`src/rtl/speech_arbiter_if.sv`:
```
// Talker handshake bundle: request/address/source/error toward the talker, busy level back from it.
interface speech_arbiter_if;
    logic        talk_req;
    logic [15:0] talk_addr;
    logic [1:0]  grant_src;
    logic        timeout_err;
    logic        talk_busy;

    modport master (
        output talk_req,
        output talk_addr,
        output grant_src,
        output timeout_err,
        input  talk_busy
    );

    modport slave (
        input  talk_req,
        input  talk_addr,
        input  grant_src,
        input  timeout_err,
        output talk_busy
    );
endinterface

```
`src/rtl/speech_arbiter.sv`:
```
// Priority arbiter for the single phrase-playback channel: captures alarm/action/emotion/chatter
// events, grants one at a time over a req/busy handshake and enforces a cooldown between phrases.
//
// state  | meaning
// S_IDLE | channel free; grant highest-priority pending source
// S_REQ  | talk_req high, waiting for synchronized busy (bounded by REQ_TIMEOUT)
// S_BUSY | talker playing; wait for busy to drop
// S_COOL | enforced silence, cool_cnt counting down to 0
module speech_arbiter #(
    parameter int COOLDOWN    = 10,
    parameter int PERIODIC    = 64,
    parameter int REQ_TIMEOUT = 8
) (
    input  logic       clk_model,
    input  logic       rst_n,
    input  logic [7:0] action,
    input  logic [7:0] emotional_state,
    input  logic [1:0] development_stage,
    input  logic [3:0] alarm,
    speech_arbiter_if.master talk
);

    typedef enum logic [1:0] {S_IDLE, S_REQ, S_BUSY, S_COOL} state_t;

    localparam logic [1:0] SRC_ALARM = 2'd0;
    localparam logic [1:0] SRC_ACT   = 2'd1;
    localparam logic [1:0] SRC_EMO   = 2'd2;
    localparam logic [1:0] SRC_CHAT  = 2'd3;

    localparam logic [7:0] COOL_INIT = 8'(COOLDOWN);
    localparam logic [7:0] TMR_INIT  = 8'(REQ_TIMEOUT);
    localparam logic [7:0] CHAT_TC   = 8'(PERIODIC - 1);

    state_t      state, state_nxt;
    logic        busy_m, busy_s;
    logic [7:0]  prev_action, prev_emotion;
    logic        primed;
    logic [3:0]  alarm_prev;
    logic [3:0]  pend_alarm;
    logic        pend_act, pend_emo, pend_chat;
    logic [7:0]  chat_cnt;
    logic [7:0]  cool_cnt, cool_nxt;
    logic [7:0]  req_tmr, tmr_nxt;
    logic        talk_req_q, req_nxt;
    logic [15:0] talk_addr_q;
    logic [1:0]  grant_src_q;
    logic        timeout_err_q, tmo_nxt;

    logic        grant;
    logic        any_pend;
    logic [1:0]  alarm_idx;
    logic [1:0]  src_sel;
    logic [7:0]  payload;
    logic [3:0]  alarm_rise, alarm_clr;
    logic        act_evt, emo_evt, chat_tc;

    assign talk.talk_req    = talk_req_q;
    assign talk.talk_addr   = talk_addr_q;
    assign talk.grant_src   = grant_src_q;
    assign talk.timeout_err = timeout_err_q;

    assign any_pend   = (|pend_alarm) | pend_act | pend_emo | pend_chat;
    assign act_evt    = primed && (action != prev_action);
    assign emo_evt    = primed && (emotional_state != prev_emotion);
    assign alarm_rise = alarm & ~alarm_prev;
    assign chat_tc    = (chat_cnt == CHAT_TC);
    assign alarm_clr  = (grant && src_sel == SRC_ALARM) ? (4'b0001 << alarm_idx) : 4'b0000;

    // Source selection; payload is the live input at the grant edge so coalesced events carry the latest value.
    always_comb begin
        alarm_idx = 2'd0;
        if (pend_alarm[3])      alarm_idx = 2'd3;
        else if (pend_alarm[2]) alarm_idx = 2'd2;
        else if (pend_alarm[1]) alarm_idx = 2'd1;

        src_sel = SRC_CHAT;
        payload = 8'h00;
        if (|pend_alarm) begin
            src_sel = SRC_ALARM;
            payload = {6'b0, alarm_idx};
        end else if (pend_act) begin
            src_sel = SRC_ACT;
            payload = action;
        end else if (pend_emo) begin
            src_sel = SRC_EMO;
            payload = emotional_state;
        end
    end

    always_comb begin
        state_nxt = state;
        req_nxt   = talk_req_q;
        tmr_nxt   = req_tmr;
        cool_nxt  = cool_cnt;
        tmo_nxt   = timeout_err_q;
        grant     = 1'b0;
        case (state)
            S_IDLE: begin
                if (any_pend) begin
                    grant     = 1'b1;
                    req_nxt   = 1'b1;
                    tmr_nxt   = TMR_INIT;
                    state_nxt = S_REQ;
                end
            end
            S_REQ: begin
                if (busy_s) begin
                    req_nxt   = 1'b0;
                    state_nxt = S_BUSY;
                end else if (req_tmr <= 8'd1) begin
                    req_nxt   = 1'b0;
                    tmo_nxt   = 1'b1;
                    state_nxt = S_IDLE;
                end else begin
                    tmr_nxt = req_tmr - 8'd1;
                end
            end
            S_BUSY: begin
                if (!busy_s) begin
                    if (COOLDOWN == 0) begin
                        state_nxt = S_IDLE;
                    end else begin
                        cool_nxt  = COOL_INIT;
                        state_nxt = S_COOL;
                    end
                end
            end
            S_COOL: begin
                cool_nxt = cool_cnt - 8'd1;
                if (cool_cnt <= 8'd1) state_nxt = S_IDLE;
            end
            default: state_nxt = S_IDLE;
        endcase
    end

    always_ff @(posedge clk_model or negedge rst_n) begin
        if (!rst_n) begin
            state         <= S_IDLE;
            talk_req_q    <= 1'b0;
            talk_addr_q   <= 16'h0000;
            grant_src_q   <= 2'd0;
            timeout_err_q <= 1'b0;
            req_tmr       <= 8'd0;
            cool_cnt      <= 8'd0;
        end else begin
            state         <= state_nxt;
            talk_req_q    <= req_nxt;
            timeout_err_q <= tmo_nxt;
            req_tmr       <= tmr_nxt;
            cool_cnt      <= cool_nxt;
            if (grant) begin
                talk_addr_q <= {src_sel, development_stage, payload, 4'h0};
                grant_src_q <= src_sel;
            end
        end
    end

    // Event capture: a set on the same edge as the granting clear wins, so nothing is lost.
    always_ff @(posedge clk_model or negedge rst_n) begin
        if (!rst_n) begin
            busy_m       <= 1'b0;
            busy_s       <= 1'b0;
            prev_action  <= 8'h00;
            prev_emotion <= 8'h00;
            primed       <= 1'b0;
            alarm_prev   <= 4'b0000;
            pend_alarm   <= 4'b0000;
            pend_act     <= 1'b0;
            pend_emo     <= 1'b0;
            pend_chat    <= 1'b0;
            chat_cnt     <= 8'd0;
        end else begin
            busy_m       <= talk.talk_busy;
            busy_s       <= busy_m;
            prev_action  <= action;
            prev_emotion <= emotional_state;
            primed       <= 1'b1;
            alarm_prev   <= alarm;
            pend_alarm   <= (pend_alarm & ~alarm_clr) | alarm_rise;
            pend_act     <= (pend_act  & ~(grant && src_sel == SRC_ACT))  | act_evt;
            pend_emo     <= (pend_emo  & ~(grant && src_sel == SRC_EMO))  | emo_evt;
            pend_chat    <= (pend_chat & ~(grant && src_sel == SRC_CHAT)) | chat_tc;
            if (grant || chat_tc)
                chat_cnt <= 8'd0;
            else if (state == S_IDLE && !any_pend)
                chat_cnt <= chat_cnt + 8'd1;
        end
    end

endmodule
```
`src/flat_wrapper.sv`:
```
// flat-port wrapper written by rule: the top's interface ports become plain ports
module speech_arbiter_flat 
#(
    parameter int COOLDOWN    = 10,
    parameter int PERIODIC    = 64,
    parameter int REQ_TIMEOUT = 8
)
  (clk_model, rst_n, action, emotional_state, development_stage, alarm, talk_talk_req, talk_talk_addr, talk_grant_src, talk_timeout_err, talk_talk_busy);
  speech_arbiter_if talk_i ();
  input  logic clk_model;
  input  logic rst_n;
  input  logic [7:0] action;
  input  logic [7:0] emotional_state;
  input  logic [1:0] development_stage;
  input  logic [3:0] alarm;
  output wire logic [$bits(talk_i.talk_req)-1:0] talk_talk_req;
  output wire logic [$bits(talk_i.talk_addr)-1:0] talk_talk_addr;
  output wire logic [$bits(talk_i.grant_src)-1:0] talk_grant_src;
  output wire logic [$bits(talk_i.timeout_err)-1:0] talk_timeout_err;
  input wire logic [$bits(talk_i.talk_busy)-1:0] talk_talk_busy;
  assign talk_talk_req = talk_i.talk_req;
  assign talk_talk_addr = talk_i.talk_addr;
  assign talk_grant_src = talk_i.grant_src;
  assign talk_timeout_err = talk_i.timeout_err;
  assign talk_i.talk_busy = talk_talk_busy;
  speech_arbiter #(.COOLDOWN(COOLDOWN), .PERIODIC(PERIODIC), .REQ_TIMEOUT(REQ_TIMEOUT)) u_core (.clk_model(clk_model), .rst_n(rst_n), .action(action), .emotional_state(emotional_state), .development_stage(development_stage), .alarm(alarm), .talk(talk_i));
endmodule
```
`config.mk`:
```
export PLATFORM = sky130hd
export DESIGN_NAME = speech_arbiter_flat
export DESIGN_NICKNAME = d
export VERILOG_FILES = /design/src/rtl/speech_arbiter_if.sv /design/src/rtl/speech_arbiter.sv /design/src/flat_wrapper.sv
export SDC_FILE = /design/constraint.sdc
export NUM_CORES = 1
export LEC_CHECK = 0
export CORE_MARGIN = 1.5
export CORE_UTILIZATION = 54
export DETAILED_ROUTE_END_ITERATION = 7
export PLACE_DENSITY = 0.77
export SYNTH_ARGS = -nofsm -noshare
export SYNTH_HDL_FRONTEND = slang
export SYNTH_SLANG_ARGS = --single-unit
```
`constraint.sdc`:
```
create_clock -name clk_model -period 2.4 [get_ports clk_model]
set_input_delay 0.48 -clock clk_model [delete_from_list [all_inputs] [get_ports clk_model]]
set_output_delay 0.48 -clock clk_model [all_outputs]
set_load 0.01 [all_outputs]
```
==> impl_metrics.yaml <==
setup_path:
  slowest_delay_ns: 0.47
  critPathLaunch: "u_core.state[0]$_DFFE_PN0P_"
  criticalPathCategory: "reg2reg"
  worstPathRequired_ns: 2.62
  critical_path_arrival_ns: 2.26
  endpoint_kind: "flip-flop"
  crit_buf_inv: 1
  r2r-start: "u_core.state[0]$_DFFE_PN0P_"
  critPathLaunchType: "flip-flop"
  cp_top_family: "compound AO/OA/AOI/OAI gates"
  crit_path_top_delay_cell: "dfrtp_1"
  worstPathCellList: "buf_4, or2_2, a31o_2, a2bb2o_1, a22o_1"
  crit_fanout: 26
die:
  die_w_microns: 79.23
  rows: 27
  dieArea_sq_mm: 0.006277
  core_sq_mm: 0.005540
  start_util_pct: 56.64
  fp.dieH_microns: 79.23
  ios: 45
placed_design:
  place_congestion: 0.7944
  place_inst: 395
  post-place-ws_ns: 0.3812
  place_area_sq_mm: 0.003617
  hpwlAfterDp_mm: 4.355
  portBuffers: 40
layout:
  final_util_pct: 69.49
  final-seq-area_sq_mm: 0.001752
  nFillCells: 418
  design_area_sq_mm: 0.003850
  fin_cells: 411
  area_delta_synth_final_pct: 22.69
  diodes: 0
  layout-drive-gt1-share_pct: 9.735
  fin_nets: 364
  multi_input_area_sq_mm: 0.001255
logic_synthesis:
  synth-main-ff-cell: "dfrtp_1"
  yosysWarnings: 0
  yosysUniqueCellTypes: 47
  synth_seq_area_share_pct: 55.82
  avgSynthCellArea_sq_um: 10.90
  synth_cells: 288
  ys_seq_elements: 70
  async_flop_share_pct: 100.0
  synth_edf_count: 0
  netlist_area_sq_mm: 0.003138
drt:
  firstDrtPassIters: 5
  dr.first_iter.drc_count: 195
  ant_nets: 0
  num_vias: 2356
  wl_per_cell_microns: 15.38
  wirelength_mm: 6.323
  drc: 0
  routed_via_density: 5.732
clock_tree:
  cts_max_level: 3
  max-clock-path-buffers: 2
  cts.sink_count: 70
  ctsResizeCount: 0
  ctsHoldBuffers: 0
  worstSkewPairLatency_ns: 0.34
  path_clk_slew_ns: 0.07
  post-cts-setup-buffers: 0
  root_buffer: "clkbuf_8"
  cts_tree: "built"
  cts_buffers: 9
run:
  cap_viol_max_count: 0
global_routing:
  antenna_found_initial: 0
  overflow: 0
  grt_pass1_vias: 2357
  grt_max_degree: 46
  grt_first_pass_wirelength_mm: 10.63
  grtUsageTotal_pct: 22.05
timing:
  min_period_ns: 2.030
  max-slew-margin-rel_pct: 51.62
  post-route-period-util_pct: 84.60
  rsz0062_at_grt: "false"
  hold_viol: 0
  setup_ws_ns: 0.3696
  clock_skew_ns: 0.01118
  tns_ns: 0
  setup_viol: 0
  worst_pin_slew_ns: 0.7243
  fmax_mhz: 492.5
  maxSlewViolCount: 0
power:
  power_density_mw_per_mm2: 956.3
  p_leak_nw: 1.630
  switching_share_pct: 33.31
  p_switching_mw: 1.226
  seqPwrFrac_pct: 44.2
  vdd_drop_max_mv: 0.5827
  pwr-share-clk_pct: 29.5
  internal_power_mw: 2.455
  combPwrFrac_pct: 26.3
outcome:
  status: "finished clean"
min_path:
  hold_class: "in2async"
flip-flops by register name, summed over array words and instances, names as in the netlist, 4 cells and up, named ones only:
register and count:
u_core.talk.talk_addr 11, u_core.pend_alarm 4, u_core.req_tmr 8, u_core.prev_emotion 8
u_core.chat_cnt 8, u_core.alarm_prev 4, u_core.prev_action 8, u_core.cool_cnt 8
layer usage:
metal | vias to the layer above | routed length (microns) | global-route usage [%]
met2 | 82 | 3080 | 35.13
met5 | - | 0 | 0
li1 | 1132 | - | -
met3 | 10 | 306 | 3.678
met4 | 0 | 110 | 10.53
met1 | 1132 | 2824 | 29.43
Yosys cell counts (all sizes together) (2+ instances only):
| cell type | instances | share of area [%] |
|---|---|---|
| o41ai | 6 | 2.3 |
| o311ai | 4 | 1.1 |
| nor4 | 3 | 0.80 |
| a21o | 2 | 0.48 |
| nand2b | 2 | 0.40 |
| xnor2 | 16 | 4.5 |
| nand4 | 7 | 1.4 |
| dfrtp | 70 | 56 |
| o211ai | 2 | 0.48 |
| nor2 | 14 | 1.7 |
| xor2 | 3 | 0.84 |
| nor3b | 2 | 0.64 |
| a22o | 3 | 0.84 |
| nand3 | 8 | 1.3 |
| ha | 5 | 2.0 |
| a31oi | 4 | 0.80 |
| nor3 | 3 | 0.48 |
| o21ai | 13 | 2.1 |
| inv | 12 | 1.4 |
| nand2 | 31 | 3.7 |
| o31ai | 14 | 3.3 |
| or3 | 4 | 0.80 |
| and4 | 2 | 0.56 |
| or4 | 7 | 1.7 |
| conb | 2 | 0.24 |
| nor2b | 3 | 0.60 |
| a21oi | 11 | 2.0 |
| buf | 10 | 2.3 |
| clkbuf | 7 | 0.84 |
| a22oi | 7 | 1.7 |
placed cells by master (no fill, tap or decap), types with 4 or more instances in the layout:
cell type and count:
o41ai_1 5, ha_1 5, nor2_1 14, xnor2_1 16
a31oi_1 4, nand3_1 8, o311ai_0 4, conb_1 5
nand4_1 7, o21ai_0 13, dfrtp_1 70, clkdlybuf4s50_1 39
nand2_1 31, or4_1 7, a21oi_1 9, inv_1 12
or3_1 4, a22oi_1 7, clkbuf_8 11, buf_4 8
o31ai_1 14
worst paths after layout:
check / endpoint / slack (ns) / depth (start not counted)
worst max register to register: u_core.chat_cnt[4]$_DFFE_PN0P_ / 0.37 / 5
min in group clk_model: u_core.busy_s$_DFF_PN0_ / 0.35 / 0
worst min-delay path: u_core.prev_emotion[5]$_DFF_PN0_ / 0.13 / 1
worst max-delay path: u_core.chat_cnt[4]$_DFFE_PN0P_ / 0.37 / 5
max in group asynchronous: u_core.chat_cnt[4]$_DFFE_PN0P_ / 1.62 / 2
worst min register to register: u_core.busy_s$_DFF_PN0_ / 0.35 / 0
kinds of logic (layout without fill, tap and decap cells):
family,after synthesis,count (layout),share of synthesized area (%)
buf+inv,29,77,4.545
xor+xnor,19,19,5.303
compound gates,74,74,17.30
fa+ha+maj,5,5,1.994
other cells,2,5,0.2393
flops,70,70,55.82
mux,1,1,0.3190
simple gates,88,88,14.47
cell type report:
type                            instances  area share (%)
Sequential cell                        70           45.50
Multi-Input combinational cell        192           32.60
Timing Repair Buffer                   49           12.35
Clock buffer                           11           3.932
Tap cell                               72           2.340
Clock inverter                          5           2.112
Inverter                               12           1.170
through the flow:
step           total power, mW  hold WS, ns
6_report                 3.682       0.1334
5_1_grt                  3.885       0.1765
4_1_cts                  3.701       0.1467
3_5_place_dp             2.597       0.3370
3_3_place_gp             2.555       0.3344
2_1_floorplan            2.243       0.1844
power groups by stage:
| stage | clock (mW) | sequential [mW] | combinational (mW) |
|---|---|---|---|
| after floorplan | 0 | 1.60 | 0.645 |
| after global placement | 0 | 1.62 | 0.932 |
| after detailed placement | 0 | 1.64 | 0.955 |
| after CTS | 1.10 | 1.62 | 0.975 |
| after global routing | 1.15 | 1.65 | 1.08 |
| final | 1.09 | 1.63 | 0.967 |
Power figures use the tool's default switching activity.
